File: src/rtl/debounced_logic_gate.sv
// debounced_logic_gate: synchronised, debounced N-input gate driving a registered LED with change counting
module debounced_logic_gate #(
  parameter int N_INPUTS = 3,
  parameter int DEBOUNCE_CYCLES = 4,
  parameter int CNT_W = 8
) (
  input  logic                clk,
  input  logic                rst,
  input  logic [N_INPUTS-1:0] sw,
  input  logic [2:0]          mode,
  output logic                led,
  output logic                led_changed,
  output logic [CNT_W-1:0]    toggle_count,
  output logic [N_INPUTS-1:0] sw_stable
);
  localparam int CW = $clog2(DEBOUNCE_CYCLES) + 1;
  localparam logic [CW-1:0] CNT_MAX = CW'(DEBOUNCE_CYCLES - 1);
  logic [N_INPUTS-1:0] s1_q, s2_q, stable_q, stable_d;
  logic [CW-1:0] cnt_q [N_INPUTS];
  logic [CW-1:0] cnt_d [N_INPUTS];
  logic led_q, led_d, changed_q, changed_d, primed_q, gate;
  logic [CNT_W-1:0] count_q, count_d;
  always_comb begin
    stable_d = stable_q;
    for (int i = 0; i < N_INPUTS; i++) begin
      cnt_d[i] = '0;
      if (s2_q[i] != stable_q[i]) begin
        if (cnt_q[i] == CNT_MAX) stable_d[i] = s2_q[i];
        else cnt_d[i] = cnt_q[i] + 1'b1;
      end
    end
  end
  // Modes 1,3,5,6,7 are the inverted forms of AND/OR/XOR
  always_comb begin
    gate = (mode == 3'd2 || mode == 3'd3) ? |stable_q :
           (mode == 3'd4 || mode == 3'd5) ? ^stable_q : &stable_q;
    led_d = (mode == 3'd0 || mode == 3'd2 || mode == 3'd4) ? gate : ~gate;
    changed_d = primed_q && (led_d != led_q);
    count_d = count_q + CNT_W'(changed_d);
  end
  always_ff @(posedge clk) begin
    if (rst) begin
      s1_q <= '0;
      s2_q <= '0;
      stable_q <= '0;
      for (int i = 0; i < N_INPUTS; i++) cnt_q[i] <= '0;
      led_q <= 1'b0;
      changed_q <= 1'b0;
      count_q <= '0;
      primed_q <= 1'b0;
    end else begin
      s1_q <= sw;
      s2_q <= s1_q;
      stable_q <= stable_d;
      for (int i = 0; i < N_INPUTS; i++) cnt_q[i] <= cnt_d[i];
      led_q <= led_d;
      changed_q <= changed_d;
      count_q <= count_d;
      primed_q <= 1'b1;
    end
  end
  assign led = led_q;
  assign led_changed = changed_q;
  assign toggle_count = count_q;
  assign sw_stable = stable_q;
endmodule
File: config.mk
export PLATFORM = sky130hd
export DESIGN_NAME = debounced_logic_gate
export DESIGN_NICKNAME = d
export VERILOG_FILES = /design/src/rtl/debounced_logic_gate.sv
export SDC_FILE = /design/constraint.sdc
export NUM_CORES = 1
export LEC_CHECK = 0
export BUFFER_PORTS_ARGS = -buffer_cell sky130_fd_sc_hd__buf_4
export CORE_AREA = 2 2 50 52
export CTS_BUF_LIST = sky130_fd_sc_hd__clkbuf_8 sky130_fd_sc_hd__clkbuf_16
export DETAILED_ROUTE_END_ITERATION = 16
export DIE_AREA = 0 0 52 54
export GPL_TIMING_DRIVEN = 0
export PLACE_DENSITY = 0.73
export SKIP_CTS_REPAIR_TIMING = 1
export SYNTH_ARGS = -nofsm -noshare
export SYNTH_HDL_FRONTEND = slang
export SYNTH_SLANG_ARGS = --single-unit
File: constraint.sdc
create_clock -name clk -period 2.6 [get_ports clk]
set_clock_uncertainty 0.15 [all_clocks]
set_input_delay 0.26 -clock clk [delete_from_list [all_inputs] [get_ports clk]]
set_output_delay 0.26 -clock clk [all_outputs]
set_load 0.05 [all_outputs]
**Word-level counts from Yosys, hierarchy flattened**

Memory sizes are Yosys's and may differ from the RTL's.
Index checks and enable logic that the tools add are counted.

- Flip-flop bits (word level): 20
- RAM bits: 9
- Output and inout bits: 13
- Memories: 1

- $add $sub $neg: 4
- Equality and inequality tests: 11
- Muxes and demuxes: 15
- Bitwise gates (word level): 4
- Reductions and logical operators: 12

Memory list:

| name | depth | bits a word | rd ports | clocked after memory_dff | wr ports | RTL line | RTL |
|---|---|---|---|---|---|---|---|
| cnt_q | 3 | 3 | 3 | 0 | 3 | 19 | `logic [CW-1:0] cnt_q [N_INPUTS];` |

Operator list:

| cell | number |
|---|---|
| $mux W3 | 9 |
| $eq A3 B2 Y1 const B | 5 |
| $add A3 B1 Y3 const B | 3 |
| $add A8 B1 Y8 | 1 |
| $eq A3 B3 Y1 const B | 2 |
| $mux W1 | 6 |
| $reduce_and A2 Y1 | 3 |
| $logic_or A1 B1 Y1 | 4 |
| $ne A1 B1 Y1 | 4 |
| $logic_not A3 Y1 | 1 |
| $or A1 B1 Y1 | 3 |
| $reduce_and A3 Y1 | 1 |
| $reduce_or A3 Y1 | 1 |
| $reduce_xor A3 Y1 | 1 |
| $logic_and A1 B1 Y1 | 1 |
| $not A1 Y1 | 1 |

**Longest topological paths before layout**

Gate-level depths: netlist of the first run.

- Word-level depth: 9
- Mapped depth: 12
- Gate-level depth less buffers: 12

**Worst setup path before layout of the first run**

No wires, ideal clock.

- Kind: register -> register
- Start: register stable_q[0] (netlist: sw_stable[0])
- End: register count_q[5] (netlist: toggle_count[5])
- Arrival time: 2,447 ps
- Path slack: -125 ps
- Stages on the path, launching flop included: 13
- Clock period less this slack: 2,725 ps
- Cells stage by stage: dfxtp_1 > inv_1 > ha_1 > xnor2_1 > nor3_1 > a221oi_2 > xnor2_1 > and2_1 > ha_1 > and3_1 > nand3_1 > xor2_1 > nor2_1

- Longest elaborated chain between the ends: 8

RTL lines:

| what | RTL line | RTL |
|---|---|---|
| start, declared | 18 | `logic [N_INPUTS-1:0] s1_q, s2_q, stable_q, stable_d;` |
| start signal, assigned | 54 | `stable_q <= stable_d;` |
| $reduce_and A3 Y1 / $reduce_xor A3 Y1 (equally long branches) | 36 | `(mode == 3'd4 \|\| mode == 3'd5) ? ^stable_q : &stable_q;` |
| $mux W1 | 36 |  |
| $mux W1 (*) | 35 | `gate = (mode == 3'd2 \|\| mode == 3'd3) ? \|stable_q :` |
| $not A1 Y1 | 37 | `led_d = (mode == 3'd0 \|\| mode == 3'd2 \|\| mode == 3'd4) ? gate : ~gate;` |
| $mux W1 (*) | 37 |  |
| $ne A1 B1 Y1 (*) | 38 | `changed_d = primed_q && (led_d != led_q);` |
| $logic_and A1 B1 Y1 (*) | 38 |  |
| named net changed_d | 21 | `logic led_q, led_d, changed_q, changed_d, primed_q, gate;` |
| $add A8 B1 Y8 (*) | 39 | `count_d = count_q + CNT_W'(changed_d);` |
| end signal, assigned | 58 | `count_q <= count_d;` |
| end, declared | 22 | `logic [CNT_W-1:0] count_q, count_d;` |

The timed path passes the listed nets; every way through them passes the cells marked *.
A chain may end at the register's enable or synchronous reset.

**Worst setup path in the final report of the first run**

Ends and elaborated chain as after synthesis.

==> results of run 1 <==
==> worst min path at each step <==
stage                                      start                endpoint  slack (ns)  depth (start not counted)
after global placement    cnt_q[0][3]$_SDFF_PP0_  cnt_q[0][3]$_SDFF_PP0_        0.26                          1
final                                      sw[0]      s1_q[0]$_SDFF_PP0_        0.05                          2
after floorplan                            sw[0]      s1_q[0]$_SDFF_PP0_        0.24                          1
after detailed placement  cnt_q[0][3]$_SDFF_PP0_  cnt_q[0][3]$_SDFF_PP0_        0.26                          1
after CTS                                  sw[0]      s1_q[0]$_SDFF_PP0_        0.04                          2
after global routing                       sw[0]      s1_q[0]$_SDFF_PP0_        0.04                          2
==> final cells by class <==
class                      count  area [sq um]
fill                         206           877
sequential                    29           588
multi-input combinational     69           534
timing repair buffer          21           158
clock buffer                   5          68.8
inverter                      10          37.5
tap                           30          37.5
clock inverter                 3          11.3
buffer                         2          7.51
==> routing by layer <==
layer	vias to the layer above	track usage, %	share of wire, %
met5	-	0	0
met4	0	5.26	0
met3	0	7.50	3.8
met2	11	24.9	54
met1	341	13.3	43
li1	403	-	-
==> cell usage after synthesis, drive strengths merged (2+ instances only) <==
library cell	n	area (sq um)
dfxtp	29	581
clkbuf	2	7.51
and3	3	18.8
mux2i	3	30.0
nor2b	8	50.1
or3	3	18.8
xnor2	9	78.8
xor2	4	35.0
ha	10	125
nand3	4	20.0
nor2	20	75.1
inv	10	37.5
==> power breakdown <==
part / leakage, nW / internal, mW / switching (mW)
Sequential: 0.238 / 0.455 / 0.00731
Clock: 0.0519 / 0.177 / 0.147
Combinational: 0.329 / 0.0310 / 0.0390
Total: 0.619 / 0.663 / 0.193
==> worst register-to-register path: cells and delay by family (launching register included) <==
kind | cells | cell delay, ns
adder cells (fa/ha/maj) | 3 | 0.65
AO/OA/AOI/OAI | 1 | 0.34
XOR/XNOR | 2 | 0.34
AND/OR/NAND/NOR | 4 | 0.53
flip-flops | 1 | 0.36
==> registers in the layout, summed over array words and instances (netlist names) <==
signal / flops
toggle_count: 8
s2_q: 3
led: 1
led_changed: 1
s1_q: 3
sw_stable: 3
cnt_q: 9
primed_q: 1
==> cells in the final DEF, fill, tap and decap left out <==
cell and count:
sky130_fd_sc_hd__xnor2_2 1, sky130_fd_sc_hd__clkbuf_1 2, sky130_fd_sc_hd__ha_4 2, sky130_fd_sc_hd__and2_4 1, sky130_fd_sc_hd__xor2_1 4, sky130_fd_sc_hd__maj3_2 1, sky130_fd_sc_hd__nor3_1 1, sky130_fd_sc_hd__xnor2_1 8
sky130_fd_sc_hd__nor2b_1 8, sky130_fd_sc_hd__buf_4 21, sky130_fd_sc_hd__a21oi_1 1, sky130_fd_sc_hd__and3_4 1, sky130_fd_sc_hd__and3_1 2, sky130_fd_sc_hd__or3_1 3, sky130_fd_sc_hd__ha_1 8, sky130_fd_sc_hd__a221oi_2 1
sky130_fd_sc_hd__mux2i_1 3, sky130_fd_sc_hd__dfxtp_4 2, sky130_fd_sc_hd__nor2_1 20, sky130_fd_sc_hd__nand3_1 4, sky130_fd_sc_hd__clkbuf_8 5, sky130_fd_sc_hd__inv_1 13, sky130_fd_sc_hd__dfxtp_1 27
==> logic make-up (layout without fill, tap and decap cells) <==
| logic type | after synthesis | in the layout |
|---|---|---|
| XOR/XNOR | 13 | 13 |
| flip-flops | 29 | 29 |
| AO/OA/AOI/OAI | 2 | 2 |
| adder cells (fa/ha/maj) | 11 | 11 |
| multiplexers | 3 | 3 |
| buffers and inverters | 12 | 41 |
| AND/OR/NAND/NOR | 40 | 40 |
==> reports/summary.log, run 1 <==
INFO  outcome        run_status=finished clean
INFO  floorplan      boundaryPins=21
INFO  sta            tightest_slew=0.429ns
INFO  critical_path  critical_path_cell_by_cell=ha_1 > maj3_2 > a221oi_2 > xnor2_1 > and2_4 > ha_4 > and3_4 > nand3_1 > xor2_1 > nor2_1
INFO  sta            setup-tns-final=0ns
INFO  sta            timing.final.hold_violations=0
INFO  layout         final_area=1440squm
INFO  power          power_leakage=0.619nW
INFO  critical_path  crit_path_max_incr_delay=0.36ns
INFO  critical_path  required_worst_endpoint=2.59ns
INFO  logic_synthesis synth_simple_gate_area_share=17.3%
INFO  logic_synthesis synth-compound-area-share=1.79%
INFO  logic_synthesis synth-edff-count=0
INFO  logic_synthesis postSynth.topFlopCell=sky130_fd_sc_hd__dfxtp_1
INFO  layout         post_route_cells_drive_above_1_share=25.2%
INFO  placement      post-place-cells=160
INFO  sta            min_period_over_period=96.1%
INFO  route          remaining_number_of_nets_flagged_by_the_antenna_check_after_routing=0
INFO  run            timing.max_cap.violations=0
INFO  clock_network  cts-root-to-sink-buffers=2
INFO  clock_network  insertion_delay=0.27ns
INFO  logic_synthesis ys_seq_area_share=51.8%
INFO  logic_synthesis synthesis.instances=110
INFO  logic_synthesis synth_async_sr_flop_share=0%
INFO  floorplan      floorplan.die_area=2810squm
INFO  floorplan      die_h=54um
INFO  sta            setup_viol=0
INFO  critical_path  timing_worst_setup_path_type=reg2reg
INFO  critical_path  crit_arrival=2.49ns
INFO  layout         post_layout_nonfiller_instances=169
INFO  global_routing antenna_found_initial=0
INFO  sta            final_worst_path_period_need=2.50ns
INFO  critical_path  r2r-end=toggle_count[5]$_SDFF_PP0_
INFO  route          vias=755
INFO  critical_path  reg2reg_slack=0.10ns
INFO  route          vias_per_cell=4.47
INFO  logic_synthesis ys.warnings.count=0
INFO  critical_path  path_max_fanout=5
INFO  critical_path  worstRegToRegCells=10
INFO  logic_synthesis synth-xor-area-share=10.2%
INFO  clock_network  cts_inserted_buffers=5
INFO  route          post-route-drc-count=0
INFO  route          wl_per_cell=10.4um
INFO  logic_synthesis syn_avg_cell_area=10.2squm
INFO  floorplan      num_rows=18
INFO  floorplan      coreArea=2320squm
INFO  layout         finalNetCount=156
INFO  logic_synthesis muxShareOfSynthArea=2.68%
INFO  global_routing grt_first_pass_wirelength=2650um
INFO  clock_network  clk_root_buffer_cell=sky130_fd_sc_hd__clkbuf_8
INFO  clock_network  worst_path_clk_slew=0.06ns
INFO  logic_synthesis largest_family_of_logic_cells_by_synthesized_area=simple AND/OR/NAND/NOR gates
INFO  critical_path  cp-startpoint=sw_stable[0]$_SDFFE_PP0P_
INFO  layout         syn2layout_area_growth=28.8%
INFO  critical_path  cp.depth=10
INFO  sta            hold-worst-slack=0.0528ns
INFO  min_path       min-delay-path-class=in2reg
INFO  global_routing all_layer_gr_usage=13.9%
INFO  sta            final_critical_path_setup_slack=0.101ns
INFO  critical_path  crit_slowest_cell=sky130_fd_sc_hd__dfxtp_4
INFO  critical_path  worstSetupStartpointType=register
INFO  critical_path  end_kind=register
INFO  placement      instance_area_at_placement=1310squm
INFO  clock_network  clock_sink_count=29
INFO  logic_synthesis syn-cell-area=1120squm
INFO  critical_path  timing.critical_path.max_delay_family=adder cells
INFO  floorplan      horizontal_die_dimension=52um
INFO  logic_synthesis synth-adder-area-share=12.2%
INFO  sta            max_freq=400MHz
INFO  placement      gpl.final_weighted_congestion=0.745
INFO  global_routing grt.overflow.total=0
INFO  placement      hpwl=1320um
INFO  clock_network  tritoncts=done
INFO  global_routing grt_pass1_vias=663
INFO  power          peakVddDrop=462uV
INFO  route          detail_route.iter0.violations=5
INFO  sta            slew_viol_final=0
INFO  placement      preCtsSetupSlack=0.0316ns
INFO  logic_synthesis synth.net_count=128
INFO  placement      numPortBuffers=20
INFO  critical_path  worstPathBufferInverterCount=0
INFO  global_routing pin_count_of_the_biggest_net_entering_global_routing=11
INFO  power          power=856uW
INFO  route          drt_pass1_iterations=4
INFO  route          detail_route.wirelength=1760um
INFO  floorplan      initial_utilization=48.3%
INFO  logic_synthesis synth_seq_cells=29
INFO  layout         final_core_util=62.2%
INFO  critical_path  crit_path_end=toggle_count[5]$_SDFF_PP0_
INFO  sta            worst_slew_margin_rel=71.4%
INFO  critical_path  timing.rr.start=sw_stable[0]$_SDFFE_PP0P_
INFO  logic_synthesis ys_types=17
INFO  layout         antenna_cells_inserted=0
INFO  clock_network  htree_levels=2
INFO  power          cellPowerDensity=593nW/um^2
Power figures use the tool's default switching activity.
==> run 2, diff against run 1 <==
--- a/config.mk
+++ b/config.mk
@@ -6,12 +6,12 @@
 export NUM_CORES = 1
 export LEC_CHECK = 0
 export BUFFER_PORTS_ARGS = -buffer_cell sky130_fd_sc_hd__buf_4
-export CORE_AREA = 2 2 50 52
+export CORE_AREA = 2 2 52 54
 export CTS_BUF_LIST = sky130_fd_sc_hd__clkbuf_8 sky130_fd_sc_hd__clkbuf_16
 export DETAILED_ROUTE_END_ITERATION = 16
-export DIE_AREA = 0 0 52 54
+export DIE_AREA = 0 0 54 56
 export GPL_TIMING_DRIVEN = 0
-export PLACE_DENSITY = 0.73
+export PLACE_DENSITY = 0.7
 export SKIP_CTS_REPAIR_TIMING = 1
 export SYNTH_ARGS = -nofsm -noshare
 export SYNTH_HDL_FRONTEND = slang
==> constraint.sdc (replaced) <==
create_clock -name clk -period 2.1 [get_ports clk]
set_clock_uncertainty 0.15 [all_clocks]
set_input_delay 0.21 -clock clk [delete_from_list [all_inputs] [get_ports clk]]
set_output_delay 0.21 -clock clk [all_outputs]
set_load 0.05 [all_outputs]
==> run 2 against run 1 <==
Effect of this change: fmax up 3.9%; the run now ends with hold timing, setup timing left; critical endpoint is now toggle_count[6]$_SDFF_PP0_; utilization up 1.3 points; routed wire length up 15%; hold slack worse by 0.067 ns; largest power group unchanged; largest cell class is now multi-input gates; clock-buffer cell count up 2; design area up 7.0%.
==> reports/summary.log, run 2 (same netlist as run 1, synthesis figures left out) <==
INFO  outcome        run_status=finished, violations left
INFO  outcome        violations=hold timing, setup timing
INFO  clock_network  tritoncts=done
INFO  floorplan      initial_utilization=46.0%
INFO  critical_path  critical_path_cell_by_cell=ha_4 > maj3_2 > a221oi_4 > xnor2_2 > and2_4 > ha_4 > ha_2 > nand3_1 > xor2_1 > nor2_1
INFO  clock_network  cts-root-to-sink-buffers=2
INFO  power          p_sw_share=22.7%
INFO  global_routing met1_usage=18.0%
INFO  floorplan      boundaryPins=21
INFO  critical_path  crit_arrival=2.41ns
INFO  layout         post_route_cells_drive_above_1_share=36.2%
INFO  layout         multi_input_area=598squm
INFO  layout         register_with_the_most_flip_flops=cnt_q
INFO  placement      instance_area_at_placement=1370squm
INFO  route          vias_per_cell=4.53
INFO  clock_network  clock_sink_count=29
INFO  layout         syn2layout_area_growth=37.9%
INFO  clock_network  cts_inserted_buffers=5
INFO  floorplan      horizontal_die_dimension=54um
INFO  global_routing grt_first_pass_wirelength=3110um
INFO  placement      hpwl=1390um
INFO  global_routing pin_count_of_the_biggest_net_entering_global_routing=11
INFO  layout         post_layout_nonfiller_instances=171
INFO  power          power.share.clock=42.8%
INFO  clock_network  insertion_delay=0.28ns
INFO  floorplan      num_rows=18
INFO  sta            worst_slew_margin_rel=66.8%
INFO  layout         largest_register_ffs=9
INFO  sta            final_critical_path_setup_slack=-0.306ns
INFO  critical_path  crit_path_end=toggle_count[6]$_SDFF_PP0_
INFO  global_routing gr-max-usage-layer=met2
INFO  power          p_int=901uW
INFO  global_routing global_route.usage.met3=5.65%
INFO  sta            setup_viol=7
INFO  min_path       min-delay-path-class=in2reg
INFO  layout         top_library_cells_by_usage_in_the_layout_fill_and_taps_aside=sky130_fd_sc_hd__dfxtp_1 (26), sky130_fd_sc_hd__buf_4 (23), sky130_fd_sc_hd__nor2_1 (20)
INFO  critical_path  crit_slowest_cell=sky130_fd_sc_hd__dfxtp_4
INFO  route          detail_route.iter0.violations=3
INFO  critical_path  worstRegToRegCells=10
INFO  critical_path  timing_worst_setup_path_type=reg2reg
INFO  placement      gpl.final_weighted_congestion=0.761
INFO  run            timing.max_cap.violations=0
INFO  sta            max_freq=416MHz
INFO  route          wl_per_cell=11.8um
INFO  route          detail_route.wirelength=2020um
INFO  global_routing antenna_found_initial=0
INFO  clock_network  htree_levels=2
INFO  power          peakVddDrop=706uV
INFO  global_routing grtUsageMet2=21.1%
INFO  sta            tightest_slew=0.498ns
INFO  route          drt_pass1_iterations=2
INFO  floorplan      floorplan.die_area=3020squm
INFO  floorplan      coreArea=2430squm
INFO  power          cellPowerDensity=755nW/um^2
INFO  route          remaining_number_of_nets_flagged_by_the_antenna_check_after_routing=0
INFO  critical_path  path_max_fanout=5
INFO  layout         final_core_util=63.5%
INFO  critical_path  reg2reg_slack=-0.31ns
INFO  layout         finalNetCount=158
INFO  floorplan      die_h=56um
INFO  critical_path  worstSetupStartpointType=register
INFO  layout         mostFrequentLayoutCell=sky130_fd_sc_hd__dfxtp_1
INFO  layout         filler_cell_count=211
INFO  critical_path  timing.rr.start=sw_stable[0]$_SDFFE_PP0P_
INFO  sta            final_worst_path_period_need=2.41ns
INFO  critical_path  path_common_cell=sky130_fd_sc_hd__ha_4
INFO  global_routing grt_pass1_vias=705
INFO  critical_path  cp-startpoint=sw_stable[0]$_SDFFE_PP0P_
INFO  critical_path  end_kind=register
INFO  route          vias=774
INFO  clock_network  worst_path_clk_slew=0.06ns
INFO  sta            timing.final.hold_violations=3
INFO  placement      numPortBuffers=20
INFO  critical_path  required_worst_endpoint=2.11ns
INFO  sta            grt_setup_unrepaired=true
INFO  critical_path  crit_path_max_incr_delay=0.37ns
INFO  layout         antenna_cells_inserted=0
INFO  global_routing grt.overflow.total=0
INFO  route          post-route-drc-count=0
INFO  power          power_leakage=0.644nW
INFO  sta            hold-worst-slack=-0.0140ns
INFO  sta            slew_viol_final=0
INFO  layout         final_area=1540squm
INFO  placement      post-place-cells=160
INFO  layout         seqCellArea=589squm
INFO  global_routing all_layer_gr_usage=15.1%
INFO  power          power.combinational.fraction=8.2%
INFO  sta            min_period_over_period=115%
INFO  critical_path  r2r-end=toggle_count[6]$_SDFF_PP0_
INFO  clock_network  clk_root_buffer_cell=sky130_fd_sc_hd__clkbuf_8
INFO  power          seq_power_share=49.1%
INFO  power          p_switching=264uW
run 2: power groups by stage:
stage / clock (mW) / sequential [mW] / combinational (mW)
floorplan: 0 / 0.605 / 0.0324
global route: 0.538 / 0.573 / 0.104
finish: 0.498 / 0.572 / 0.0952
detailed placement: 0 / 0.584 / 0.0849
CTS: 0.512 / 0.572 / 0.0850
global placement: 0 / 0.583 / 0.0826
run 2: worst min path at each step:
| stage | end | cells past startpoint | slack (ns) | from |
|---|---|---|---|---|
| CTS | s1_q[2]$_SDFF_PP0_ | 2 | -0.02 | sw[2] |
| floorplan | s1_q[0]$_SDFF_PP0_ | 1 | 0.19 | sw[0] |
| detailed placement | cnt_q[0][3]$_SDFF_PP0_ | 1 | 0.27 | cnt_q[0][3]$_SDFF_PP0_ |
| global placement | cnt_q[0][3]$_SDFF_PP0_ | 1 | 0.26 | cnt_q[0][3]$_SDFF_PP0_ |
| global route | s1_q[2]$_SDFF_PP0_ | 2 | 0.002 | sw[2] |
| finish | s1_q[2]$_SDFF_PP0_ | 2 | -0.01 | sw[2] |
run 2: final cells by class:
| type | count | area share (%) |
|---|---|---|
| flip-flops and latches | 29 | 38.2 |
| repair buffers | 23 | 11.2 |
| clock inverters | 1 | 0.324 |
| inverters | 10 | 2.43 |
| multi-input cells | 69 | 38.7 |
| clock buffers | 7 | 6.24 |
| plain buffers | 2 | 0.486 |
| well taps | 30 | 2.43 |
run 2: layer usage:
metal	part of all wire [%]	up-vias	wire length (um)
li1	-	409	-
met1	44	343	887
met2	48	15	963
met3	4.8	7	98
met4	3.6	0	72
met5	0	-	0
run 2: metrics by stage:
| step | total power, mW | setup slack, ns | hold WS (ns) | setup TNS [ns] |
|---|---|---|---|---|
| after floorplan | 0.637 | -0.293 | 0.188 | -1.68 |
| after global placement | 0.665 | -0.310 | 0.256 | -1.82 |
| after detailed placement | 0.668 | -0.336 | 0.269 | -1.97 |
| after CTS | 1.17 | -0.348 | -0.0194 | -2.07 |
| after global routing | 1.21 | -0.421 | 0.00192 | -2.67 |
| final | 1.17 | -0.306 | -0.0140 | -1.79 |
run 2: critical path, delay by kind of cell (launching register included):
| family | cells | cell delay [ns] |
|---|---|---|
| DFF | 1 | 0.37 |
| xor gates and xnor gates | 2 | 0.31 |
| and+or+nand+nor | 3 | 0.32 |
| AOI/OAI and AO/OA | 1 | 0.35 |
| adders and majority gates | 4 | 0.78 |
==> run 3, diff against run 2 <==
--- a/config.mk
+++ b/config.mk
@@ -6,12 +6,12 @@
 export NUM_CORES = 1
 export LEC_CHECK = 0
 export BUFFER_PORTS_ARGS = -buffer_cell sky130_fd_sc_hd__buf_4
-export CORE_AREA = 2 2 52 54
+export CORE_AREA = 2 2 55 52
 export CTS_BUF_LIST = sky130_fd_sc_hd__clkbuf_8 sky130_fd_sc_hd__clkbuf_16
 export DETAILED_ROUTE_END_ITERATION = 16
-export DIE_AREA = 0 0 54 56
+export DIE_AREA = 0 0 57 54
 export GPL_TIMING_DRIVEN = 0
-export PLACE_DENSITY = 0.7
+export PLACE_DENSITY = 0.69
 export SKIP_CTS_REPAIR_TIMING = 1
 export SYNTH_ARGS = -nofsm -noshare
 export SYNTH_HDL_FRONTEND = slang
==> run 3 against run 2 <==
Effect of this change: the run ends with setup timing left; clock-buffer cell count down 1; flip-flop and latch count is the same; via count is 0.13% higher; die area rose by 1.8%; fmax shrank 1.2%; utilization shrank 3.3 points; first-iteration DRC count increased to 3.3 times the previous value; critical path depth did not move; critical path type unchanged; largest power group unchanged.
==> reports/summary.log, run 3 (same netlist as run 1, synthesis figures left out) <==
INFO  layout         mostFrequentLayoutCell=sky130_fd_sc_hd__dfxtp_1
INFO  clock_network  tritoncts=done
INFO  layout         top_library_cells_by_usage_in_the_layout_fill_and_taps_aside=sky130_fd_sc_hd__dfxtp_1 (26), sky130_fd_sc_hd__buf_4 (22), sky130_fd_sc_hd__nor2_1 (20)
INFO  global_routing grt.overflow.total=0
INFO  layout         largest_register_ffs=9
INFO  layout         register_with_the_most_flip_flops=cnt_q
INFO  outcome        run_status=finished, violations left
INFO  floorplan      initial_utilization=43.6%
INFO  floorplan      floorplan.die_area=3080squm
INFO  floorplan      horizontal_die_dimension=57um
INFO  route          drt_pass1_iterations=2
INFO  clock_network  clk_root_buffer_cell=sky130_fd_sc_hd__clkbuf_8
INFO  critical_path  end_kind=register
INFO  layout         filler_cell_count=231
INFO  clock_network  cts_inserted_buffers=5
INFO  sta            setup_viol=8
INFO  layout         post_layout_nonfiller_instances=172
INFO  layout         syn2layout_area_growth=38.0%
INFO  sta            max_freq=410MHz
INFO  route          detail_route.wirelength=1830um
INFO  sta            grt_setup_unrepaired=true
INFO  global_routing antenna_found_initial=0
INFO  clock_network  htree_levels=2
INFO  layout         antenna_cells_inserted=0
INFO  critical_path  crit_arrival=2.44ns
INFO  floorplan      die_h=54um
INFO  global_routing grt_pass1_vias=674
INFO  clock_network  insertion_delay=0.27ns
INFO  layout         final_core_util=60.2%
INFO  route          vias_per_cell=4.51
INFO  floorplan      coreArea=2570squm
INFO  sta            final_worst_path_period_need=2.44ns
INFO  critical_path  timing_worst_setup_path_type=reg2reg
INFO  sta            slew_viol_final=0
INFO  layout         post_route_cells_drive_above_1_share=33.1%
INFO  route          remaining_number_of_nets_flagged_by_the_antenna_check_after_routing=0
INFO  sta            worst_slew_margin_rel=69.2%
INFO  sta            tightest_slew=0.463ns
INFO  clock_network  worst_path_clk_slew=0.06ns
INFO  placement      gpl.final_weighted_congestion=0.662
INFO  sta            final_critical_path_setup_slack=-0.336ns
INFO  route          detail_route.iter0.violations=10
INFO  placement      hpwl=1370um
INFO  placement      post-place-cells=160
INFO  clock_network  cts-root-to-sink-buffers=2
INFO  route          vias=775
INFO  route          wl_per_cell=10.6um
INFO  floorplan      boundaryPins=21
INFO  global_routing grt_first_pass_wirelength=2790um
INFO  sta            min_period_over_period=116%
INFO  placement      numPortBuffers=20
INFO  critical_path  worstSetupStartpointType=register
INFO  power          peakVddDrop=698uV
INFO  outcome        violations=setup timing
INFO  critical_path  path_max_fanout=3
INFO  critical_path  required_worst_endpoint=2.10ns
INFO  sta            timing.final.hold_violations=0
INFO  min_path       min-delay-path-class=in2reg
INFO  power          power_leakage=0.642nW
INFO  run            timing.max_cap.violations=0
INFO  global_routing pin_count_of_the_biggest_net_entering_global_routing=11
INFO  clock_network  clock_sink_count=29
INFO  layout         finalNetCount=159
INFO  power          cellPowerDensity=721nW/um^2
INFO  global_routing all_layer_gr_usage=12.9%
INFO  route          post-route-drc-count=0
INFO  floorplan      num_rows=18
run 3: through the flow:
step	setup slack [ns]	setup TNS [ns]	hold slack (ns)	area (sq um)	power, mW
floorplan	-0.293	-1.68	0.188	1180	0.637
global placement	-0.322	-1.86	0.255	1370	0.665
detailed placement	-0.436	-2.39	0.274	1370	0.668
CTS	-0.479	-2.61	-0.0131	1460	1.12
global route	-0.421	-2.55	0.00753	1550	1.16
finish	-0.336	-1.82	0.000780	1550	1.11
run 3: final cells by class:
class                   instances  area, sq um  share of cell area (%)
repair buffers                 24          185                    12.0
multi-input cells              69          598                    38.7
clock inverters                 2         7.51                   0.486
inverters                      10         37.5                    2.43
well taps                      30         37.5                    2.43
clock buffers                   6         82.6                    5.34
flip-flops and latches         29          589                    38.1
plain buffers                   2         7.51                   0.486
run 3: report_power, final:
part / leakage, nW / internal [mW] / switching, mW
Sequential: 0.238 / 0.563 / 0.00944
Combinational: 0.350 / 0.0439 / 0.0514
Clock: 0.0538 / 0.257 / 0.190
run 3: layer usage:
layer	vias to the layer above	global-route usage, %	wire length [um]
met2	14	20.7	883
met3	3	7.45	104
met4	0	5.81	24
met5	-	0	0
li1	410	-	-
met1	348	13.9	814
run 3: worst paths after layout:
check,startpoint,to,slack [ns],depth (start not counted)
max,sw_stable[0]$_SDFFE_PP0P_,toggle_count[5]$_SDFF_PP0_,-0.34,10
min,sw[1],s1_q[1]$_SDFF_PP0_,0.0008,2
max reg2reg,sw_stable[0]$_SDFFE_PP0P_,toggle_count[5]$_SDFF_PP0_,-0.34,10
min reg2reg,cnt_q[0][0]$_SDFF_PP0_,cnt_q[0][0]$_SDFF_PP0_,0.28,1
run 3: worst max-delay path, cell delays in order (launching register included):
cell	delay, ns
sky130_fd_sc_hd__dfxtp_4	0.36
sky130_fd_sc_hd__ha_4	0.16
sky130_fd_sc_hd__maj3_2	0.32
sky130_fd_sc_hd__a221oi_4	0.36
sky130_fd_sc_hd__xnor2_2	0.17
sky130_fd_sc_hd__and2_4	0.18
sky130_fd_sc_hd__ha_4	0.13
sky130_fd_sc_hd__and3_4	0.22
sky130_fd_sc_hd__nand3_2	0.08
sky130_fd_sc_hd__xor2_1	0.14
sky130_fd_sc_hd__nor2_1	0.05
